**src/rtl/coreaxitoahbl_write_byte_cnt_if.sv**
```systemverilog
// rtl/coreaxitoahbl_write_byte_cnt_if.sv - AXI write-data channel bundle (WVALID/WREADY/WSTRB/WLAST)
// The master drives beats; the slave (byte counter) returns WREADY.
interface coreaxitoahbl_write_byte_cnt_if #(
    parameter int DATA_WIDTH = 64
);
    localparam int STRB_W = DATA_WIDTH / 8;

    logic              WVALID;
    logic              WREADY;
    logic [STRB_W-1:0] WSTRB;
    logic              WLAST;

    modport master (
        output WVALID,
        output WSTRB,
        output WLAST,
        input  WREADY
    );

    modport slave (
        input  WVALID,
        input  WSTRB,
        input  WLAST,
        output WREADY
    );
endinterface

```
**src/rtl/coreaxitoahbl_write_byte_cnt.sv**
```systemverilog
// rtl/coreaxitoahbl_write_byte_cnt.sv - counts strobed bytes of one AXI write burst against (8-offset)*(len+1)
// Optional WLAST consistency check: define COREAXITOAHBL_WLAST_CHECK_EN.
module coreaxitoahbl_write_byte_cnt #(
    parameter int DATA_WIDTH = 64,
    parameter int MAX_BEATS  = 16
) (
    input  logic                           ACLK,
    input  logic                           ARESET,
    input  logic                           start,
    input  logic [2:0]                     addrOffset,
    input  logic [$clog2(MAX_BEATS)-1:0]   burstLen,
    input  logic                           hold,
    coreaxitoahbl_write_byte_cnt_if.slave  w,
    output logic                           busy,
    output logic                           done,
    output logic [7:0]                     validBytes,
    output logic [7:0]                     expBytes,
    output logic                           sparse,
    output logic                           lenError
);
    localparam int LEN_W  = $clog2(MAX_BEATS);
    localparam int STRB_W = DATA_WIDTH / 8;

    typedef enum logic [1:0] {
        S_IDLE,
        S_DATA,
        S_DONE
    } state_t;

    state_t             r_state;
    logic [2:0]         r_offset;
    logic [LEN_W-1:0]   r_len;
    logic [LEN_W-1:0]   r_beat_cnt;
    logic [7:0]         r_valid_bytes;
    logic [7:0]         r_exp_bytes;
    logic               r_sparse;
    logic               r_done;
    logic               r_busy;

    logic               w_xfer;
    logic               w_last_beat;
    logic [3:0]         w_popcnt;
    logic [STRB_W-1:0]  w_exp_mask;
    logic [7:0]         w_bytes_per_beat;
    logic [7:0]         w_num_beats;
    logic [7:0]         w_exp_bytes;

    assign w.WREADY = (r_state == S_DATA) & ~hold;
    assign w_xfer   = w.WVALID & w.WREADY;

    // Length is counted, not signalled: the beat at index len always ends the burst.
    assign w_last_beat = (r_beat_cnt == r_len);
    assign w_exp_mask  = {STRB_W{1'b1}} << r_offset;

    // Operands are at most 8 and 16, so the product never exceeds 128.
    assign w_bytes_per_beat = 8'd8 - {5'd0, addrOffset};
    assign w_num_beats      = {{(8-LEN_W){1'b0}}, burstLen} + 8'd1;
    assign w_exp_bytes      = w_bytes_per_beat * w_num_beats;

    always_comb begin
        w_popcnt = '0;
        for (int i = 0; i < STRB_W; i++) begin
            w_popcnt = w_popcnt + {3'd0, w.WSTRB[i]};
        end
    end

    always_ff @(posedge ACLK) begin
        if (ARESET) begin
            r_state       <= S_IDLE;
            r_offset      <= '0;
            r_len         <= '0;
            r_beat_cnt    <= '0;
            r_valid_bytes <= '0;
            r_exp_bytes   <= '0;
            r_sparse      <= 1'b0;
            r_done        <= 1'b0;
            r_busy        <= 1'b0;
        end else begin
            case (r_state)
                S_IDLE: begin
                    r_done <= 1'b0;
                    if (start) begin
                        r_offset      <= addrOffset;
                        r_len         <= burstLen;
                        r_beat_cnt    <= '0;
                        r_valid_bytes <= '0;
                        r_sparse      <= 1'b0;
                        r_exp_bytes   <= w_exp_bytes;
                        r_busy        <= 1'b1;
                        r_state       <= S_DATA;
                    end
                end
                S_DATA: begin
                    if (w_xfer) begin
                        r_valid_bytes <= r_valid_bytes + {4'd0, w_popcnt};
                        if (w.WSTRB != w_exp_mask) begin
                            r_sparse <= 1'b1;
                        end
                        if (w_last_beat) begin
                            r_beat_cnt <= '0;
                            r_done     <= 1'b1;
                            r_state    <= S_DONE;
                        end else begin
                            r_beat_cnt <= r_beat_cnt + 1'b1;
                        end
                    end
                end
                S_DONE: begin
                    r_done  <= 1'b0;
                    r_busy  <= 1'b0;
                    r_state <= S_IDLE;
                end
                default: begin
                    r_done  <= 1'b0;
                    r_busy  <= 1'b0;
                    r_state <= S_IDLE;
                end
            endcase
        end
    end

`ifdef COREAXITOAHBL_WLAST_CHECK_EN
    logic r_len_error;

    // An early WLAST is only flagged; the burst still runs to len+1 beats.
    always_ff @(posedge ACLK) begin
        if (ARESET) begin
            r_len_error <= 1'b0;
        end else if (r_state == S_IDLE && start) begin
            r_len_error <= 1'b0;
        end else if (r_state == S_DATA && w_xfer && (w.WLAST != w_last_beat)) begin
            r_len_error <= 1'b1;
        end
    end

    assign lenError = r_len_error;
`else
    assign lenError = 1'b0;
`endif

    assign busy       = r_busy;
    assign done       = r_done;
    assign validBytes = r_valid_bytes;
    assign expBytes   = r_exp_bytes;
    assign sparse     = r_sparse;
endmodule

```
**src/flat_wrapper.sv**
```systemverilog
// flat-port wrapper written by rule: the top's interface ports become plain ports
module coreaxitoahbl_write_byte_cnt_flat 
#(
    parameter int DATA_WIDTH = 64,
    parameter int MAX_BEATS  = 16
)
  (ACLK, ARESET, start, addrOffset, burstLen, hold, busy, done, validBytes, expBytes, sparse, lenError, w_WVALID, w_WSTRB, w_WLAST, w_WREADY);
  coreaxitoahbl_write_byte_cnt_if #(.DATA_WIDTH(DATA_WIDTH)) w_i ();
  input  logic ACLK;
  input  logic ARESET;
  input  logic start;
  input  logic [2:0] addrOffset;
  input  logic [$clog2(MAX_BEATS)-1:0] burstLen;
  input  logic hold;
  output logic busy;
  output logic done;
  output logic [7:0] validBytes;
  output logic [7:0] expBytes;
  output logic sparse;
  output logic lenError;
  input wire logic [$bits(w_i.WVALID)-1:0] w_WVALID;
  input wire logic [$bits(w_i.WSTRB)-1:0] w_WSTRB;
  input wire logic [$bits(w_i.WLAST)-1:0] w_WLAST;
  output wire logic [$bits(w_i.WREADY)-1:0] w_WREADY;
  assign w_i.WVALID = w_WVALID;
  assign w_i.WSTRB = w_WSTRB;
  assign w_i.WLAST = w_WLAST;
  assign w_WREADY = w_i.WREADY;
  coreaxitoahbl_write_byte_cnt #(.DATA_WIDTH(DATA_WIDTH), .MAX_BEATS(MAX_BEATS)) u_core (.ACLK(ACLK), .ARESET(ARESET), .start(start), .addrOffset(addrOffset), .burstLen(burstLen), .hold(hold), .w(w_i), .busy(busy), .done(done), .validBytes(validBytes), .expBytes(expBytes), .sparse(sparse), .lenError(lenError));
endmodule
```
**config.mk**
```make
export PLATFORM = sky130hd
export DESIGN_NAME = coreaxitoahbl_write_byte_cnt_flat
export DESIGN_NICKNAME = d
export VERILOG_FILES = /design/src/rtl/coreaxitoahbl_write_byte_cnt_if.sv /design/src/rtl/coreaxitoahbl_write_byte_cnt.sv /design/src/flat_wrapper.sv
export SDC_FILE = /design/constraint.sdc
export NUM_CORES = 1
export LEC_CHECK = 0
export BUFFER_PORTS_ARGS = -buffer_cell sky130_fd_sc_hd__buf_4
export CAP_MARGIN = 20
export CORE_MARGIN = 2
export CORE_UTILIZATION = 40
export CTS_BUF_LIST = sky130_fd_sc_hd__clkbuf_2 sky130_fd_sc_hd__clkbuf_4 sky130_fd_sc_hd__clkbuf_8
export CTS_CLUSTER_DIAMETER = 150
export CTS_CLUSTER_SIZE = 16
export DETAILED_ROUTE_END_ITERATION = 16
export PLACE_DENSITY = 0.63
export SLEW_MARGIN = 20
export SYNTH_ARGS = -nofsm -noshare
export SYNTH_HDL_FRONTEND = slang
export SYNTH_SLANG_ARGS = --single-unit
export TNS_END_PERCENT = 50
```
**constraint.sdc**
```tcl
create_clock -name ACLK -period 8.6 [get_ports ACLK]
set_input_delay 1.72 -clock ACLK [delete_from_list [all_inputs] [get_ports ACLK]]
set_output_delay 1.72 -clock ACLK [all_outputs]
set_load 0.01 [all_outputs]
```
Word-level counts from Yosys, hierarchy flattened
Cells that the tools add are included.
{ "classes": {"shifts": 1, "eq_ne": 7, "bitwise_logic": 4, "n_addsub": 11, "mux": 17, "reduce_logical": 9, "mul": 1} }
{ "ops": {"columns": ["op", "count"], "rows": [
  ["4-bit by 1-bit adder with 4-bit output", 6],
  ["8-bit two-way mux", 2],
  ["8-bit one-hot mux with 2 select lines", 1],
  ["4-bit two-way mux", 3],
  ["8-bit by 4-bit adder with 8-bit output", 1],
  ["8-bit by 8-bit multiplier with 8-bit output", 1],
  ["8-bit inequality test", 1],
  ["4-bit one-hot mux with 2 select lines", 1],
  ["8-bit by 3-bit left shift with 8-bit output (first input constant)", 1],
  ["2-bit two-way mux", 3],
  ["2-bit AND reduction", 3],
  ["3-bit AND reduction", 2],
  ["4-bit by 1-bit adder with 5-bit output (second input constant)", 1],
  ["4-bit by 3-bit subtractor with 5-bit output (first input constant)", 1],
  ["4-bit by 1-bit adder with 4-bit output (second input constant)", 1],
  ["4-bit == test", 1],
  ["1-bit two-way mux", 4],
  ["2-bit by 1-bit inequality test with 1-bit output (second input constant)", 2],
  ["2-bit inequality test (second input constant)", 2],
  ["1-bit one-hot mux with 2 select lines", 2],
  ["2-bit one-hot mux with 2 select lines", 1],
  ["4-bit AND reduction", 1],
  ["1-bit by 1-bit adder with 2-bit output", 1],
  ["1-bit AND", 2],
  ["other kinds (5)", 6]
]} }
{ "totals": {"word_cells": 59, "register_bits": 32, "inputBits": 21, "out_inout_bits": 21} }

Depth between registers and ports, before layout
{ "depth": {"ltp_word": 10, "depth_mapped": 14, "mapped_depth_nobuf": 14} }

Worst setup path after synthesis
OpenSTA, ideal clock, no wires.
{ "synth_timing": {"kind": "input-to-reg", "start": "input w_WSTRB[0]", "end": "register u_core.r_valid_bytes[7], in the netlist u_core.validBytes[7]", "slack_ps": 3570, "cell_stages": 13, "path_buffers": 0, "arrival_time_ps": 4971, "path_cell_list": "ha_1 inv_1 fa_1 fa_1 fa_1 fa_1 inv_1 ha_1 a21o_1 a21o_1 a21oi_1 or4_1 nand2_1"} }
{ "synth_between": {"elab_chain_cells": 10} }
{ "synth_rtl": {"columns": ["element", "line", "rtl"], "rows": [
  ["from (decl)", "flat_wrapper.sv:22", "input wire logic [$bits(w_i.WSTRB)-1:0] w_WSTRB;"],
  ["1-bit by 1-bit adder with 2-bit output", "coreaxitoahbl_write_byte_cnt.sv:63", "w_popcnt = w_popcnt + {3'd0, w.WSTRB[i]};"],
  ["4-bit by 1-bit adder with 4-bit output (6 in a row)", "coreaxitoahbl_write_byte_cnt.sv:63", null],
  ["8-bit by 4-bit adder with 8-bit output", "coreaxitoahbl_write_byte_cnt.sv:95", "r_valid_bytes <= r_valid_bytes + {4'd0, w_popcnt};"],
  ["8-bit two-way mux", "coreaxitoahbl_write_byte_cnt.sv:94", "if (w_xfer) begin"],
  ["8-bit one-hot mux with 2 select lines", "coreaxitoahbl_write_byte_cnt.sv:79", "case (r_state)"],
  ["to (signal assigned)", "coreaxitoahbl_write_byte_cnt.sv:95", null],
  ["to (decl)", "coreaxitoahbl_write_byte_cnt.sv:34", "logic [7:0] r_valid_bytes;"]
]} }
Every way passes these cells. The select of a mux whose other input is x is not followed.
A chain may end at the register's enable or synchronous reset.

Worst setup path in the final report
{ "layout_timing": {"start": "input w_WSTRB[1]", "end": "register u_core.r_valid_bytes[5], in the netlist u_core.validBytes[5]"} }
Same word-level chain as after synthesis.

==> metrics.cfg <==
[run]
maxCapViolations = 0

[routing]
drt_drc_violations_left = 0
dr.pass1.iters = 4
drt_iter0_drc = 52
ant_nets = 0
num_vias = 1922
viasPerCell = 5.17
routed_wl_mm = 4.68
wl_per_cell_um = 12.6

[cells_and_area]
postLayoutCellArea_um2 = 2750
layout.nets = 356
multi_input_area_um2 = 1530
drive_above_1_share_pct = 17.3
n_fill_cell = 572
antenna_cells = 0
area_growth_pct = 19.6
seqCellArea_um2 = 641
postLayoutCoreUtil_pct = 49.6

[global_route]
grt_overflow_total = 0
grt_pass1_wl_mm = 8.02
grt_pass1_vias = 1827
grt_use_total_pct = 15.9
antenna_found_initial = 0
grt_max_degree = 18

[worst_hold_path]
hold_depth = 2
worstHoldPathType = reg2reg

[placed_design]
placed_cell_area_um2 = 2650
dp_hpwl_mm = 3.70
gp_congestion = 0.906
io_buffers = 39

[clock_tree]
cts-resized-gates = 0
ctsRootBufferMaster = clkbuf_8
clk_latency_ns = 0.28
clock_path_buffers = 2
cts_buffers = 5
hold_buffers = 0
cts_tree = done
htreeDepth = 2
clock-sinks = 32
postCtsSetupBuffers = 0
clk_pin_slew_ns = 0.07

[critical_path]
critical_path_class = in2reg
worst_ep_arrival_time_ns = 5.31
cp_max_fo = 4
reg2reg_depth = 8
critPathLaunchType = primary input
crit_path_end_kind = flop
required_ns = 8.82

[sta]
finalHoldViolations = 0
fin_worst_skew_ns = 0.00500
maxSlewViolCount = 0
rsz0062_at_grt = no
maxClockFrequency_mhz = 196
max_slew_margin_pct = 49.3
worstMarginPinSlew_ns = 0.760
finalSetupViolCount = 0
layout_min_cycle_time_ns = 5.09
finalCritPeriodShare_pct = 59.2
final.setup.tns_ns = 0

[die]
num_rows = 27
die_y_um = 79.8
coreArea_um2 = 5540
io_pins = 42
die_w_um = 79.8
die_area_um2 = 6360
start_util_pct = 41.5

[logic_synthesis]
syn_inst = 260
ys_warn_count = 0
synth-seq-cells = 32
seq_area_frac_synth_pct = 27.9
async_flop_share_pct = 0
synth_top_cell_area_share_pct = 27.9
syn-mean-instance-area_um2 = 8.84
synth_nets = 317
ys_dominant_reg_cell = dfxtp_1
synthTopCellsByArea = dfxtp_1 (28%), ha_1 (14%), fa_1 (8.7%), xnor2_1 (5.0%), a22o_1 (4.6%)
yosys.area.top_type = dfxtp_1
synth_area_um2 = 2300
synth_enable_flop_cells = 0
synth.distinct_cells = 46

[status]
status = completed

[power]
power_mw = 0.427
p_leak_nw = 1.30
p_per_area_nw_per_um2 = 156
peakVddDrop_uv = 69.9

[sequential cells by signal, indices dropped and copies added (netlist names)]
register and count:
u_core.validBytes 8, u_core.done 1, u_core.r_state 2, u_core.r_beat_cnt 4, u_core.expBytes 8, u_core.r_len 4
u_core.r_offset 3, u_core.busy 1, u_core.sparse 1
[routing by layer]
layer  GRT usage (%)  vias up  part of all wire [%]
met1            20.0      906                    47
met5               0        -                     0
met2            27.0       31                    47
met3            3.73        7                   4.1
li1                -      978                     -
met4            4.58        0                   1.2
[synth_stat cells, types with 2 or more instances]
library cell  number
dfxtp_1           32
ha_1              26
inv_1             24
nor2_1            21
nand2_1           16
xnor2_1           13
a22o_1            12
a21oi_1           11
fa_1              10
xor2_1             8
nor3_1             7
and2_1             6
o21ai_0            6
a21o_1             5
nand3_1            5
nand4_1            5
clkbuf_1           4
nand2b_1           4
nor2b_1            4
a211oi_1           3
buf_2              3
o21ai_1            3
or2_1              3
or3_1              3
a22oi_1            2
a31oi_1            2
nor3b_1            2
nor4_1             2
[stage by stage]
step | hold WS (ns) | cells | setup slack, ns
4_1_cts | 0.461 | 372 | 3.49
5_1_grt | 0.477 | 372 | 3.30
6_report | 0.457 | 372 | 3.51
3_3_place_gp | 0.444 | 364 | 3.26
2_1_floorplan | 0.470 | 260 | 3.57
3_5_place_dp | 0.448 | 364 | 3.19
[cell families after synthesis]
group / after synthesis / synth area share (%)
simple gates: 84 / 18.9
compound gates: 53 / 16.2
fa+ha+maj: 36 / 22.9
flops: 32 / 27.9
buf+inv: 32 / 5.56
xor+xnor: 21 / 8.01
other cells: 1 / 0.163
mux: 1 / 0.436
[area by class of cell]
class	instances	share of cell area [%]
Multi-Input combinational cell	196	55.6
Clock buffer	6	3.01
Tap cell	72	3.28
Timing Repair Buffer	40	10.9
Inverter	24	3.28
Clock inverter	2	0.546
Sequential cell	32	23.3
[cells in the final DEF (no fill, tap or decap), drive strengths merged, types with 5 or more instances in the layout]
cell type   n
nor2       22
nand2      16
and2        6
nand3       5
nor3        7
a21oi      12
dfxtp      32
a21o        5
nand4       5
nand2b      5
a22o       12
ha         26
buf        40
xor2        8
inv        24
o21ai       9
clkbuf      6
xnor2      13
fa         10
[critical path: stages]
cell and delay, ns:
buf_4 0.12, ha_1 0.26, inv_1 0.04, fa_1 0.50, fa_1 0.43, fa_1 0.42
fa_1 0.57, inv_1 0.06, ha_1 0.26, a21o_1 0.15, a21o_1 0.19, a21oi_1 0.32
o21ai_0 0.14, a21oi_1 0.13
[final timing paths]
path | from | end | slack (ns)
max | w_WSTRB[1] | u_core.validBytes[5]$_SDFFE_PP0P_ | 3.51
min | u_core.busy$_SDFFE_PP0P_ | u_core.busy$_SDFFE_PP0P_ | 0.46
max reg2reg | u_core.validBytes[0]$_SDFFE_PP0P_ | u_core.validBytes[6]$_SDFFE_PP0P_ | 6.69
min reg2reg | u_core.busy$_SDFFE_PP0P_ | u_core.busy$_SDFFE_PP0P_ | 0.46
[where the power goes]
part           leakage, nW  total (mW)  internal (mW)  switching, mW
sequential           0.261       0.168          0.158        0.00933
combinational        0.993       0.137         0.0649         0.0723
clock               0.0434       0.122         0.0647         0.0577
total                 1.30       0.427          0.288          0.139
Note: power is estimated with default switching activity, not from simulation.
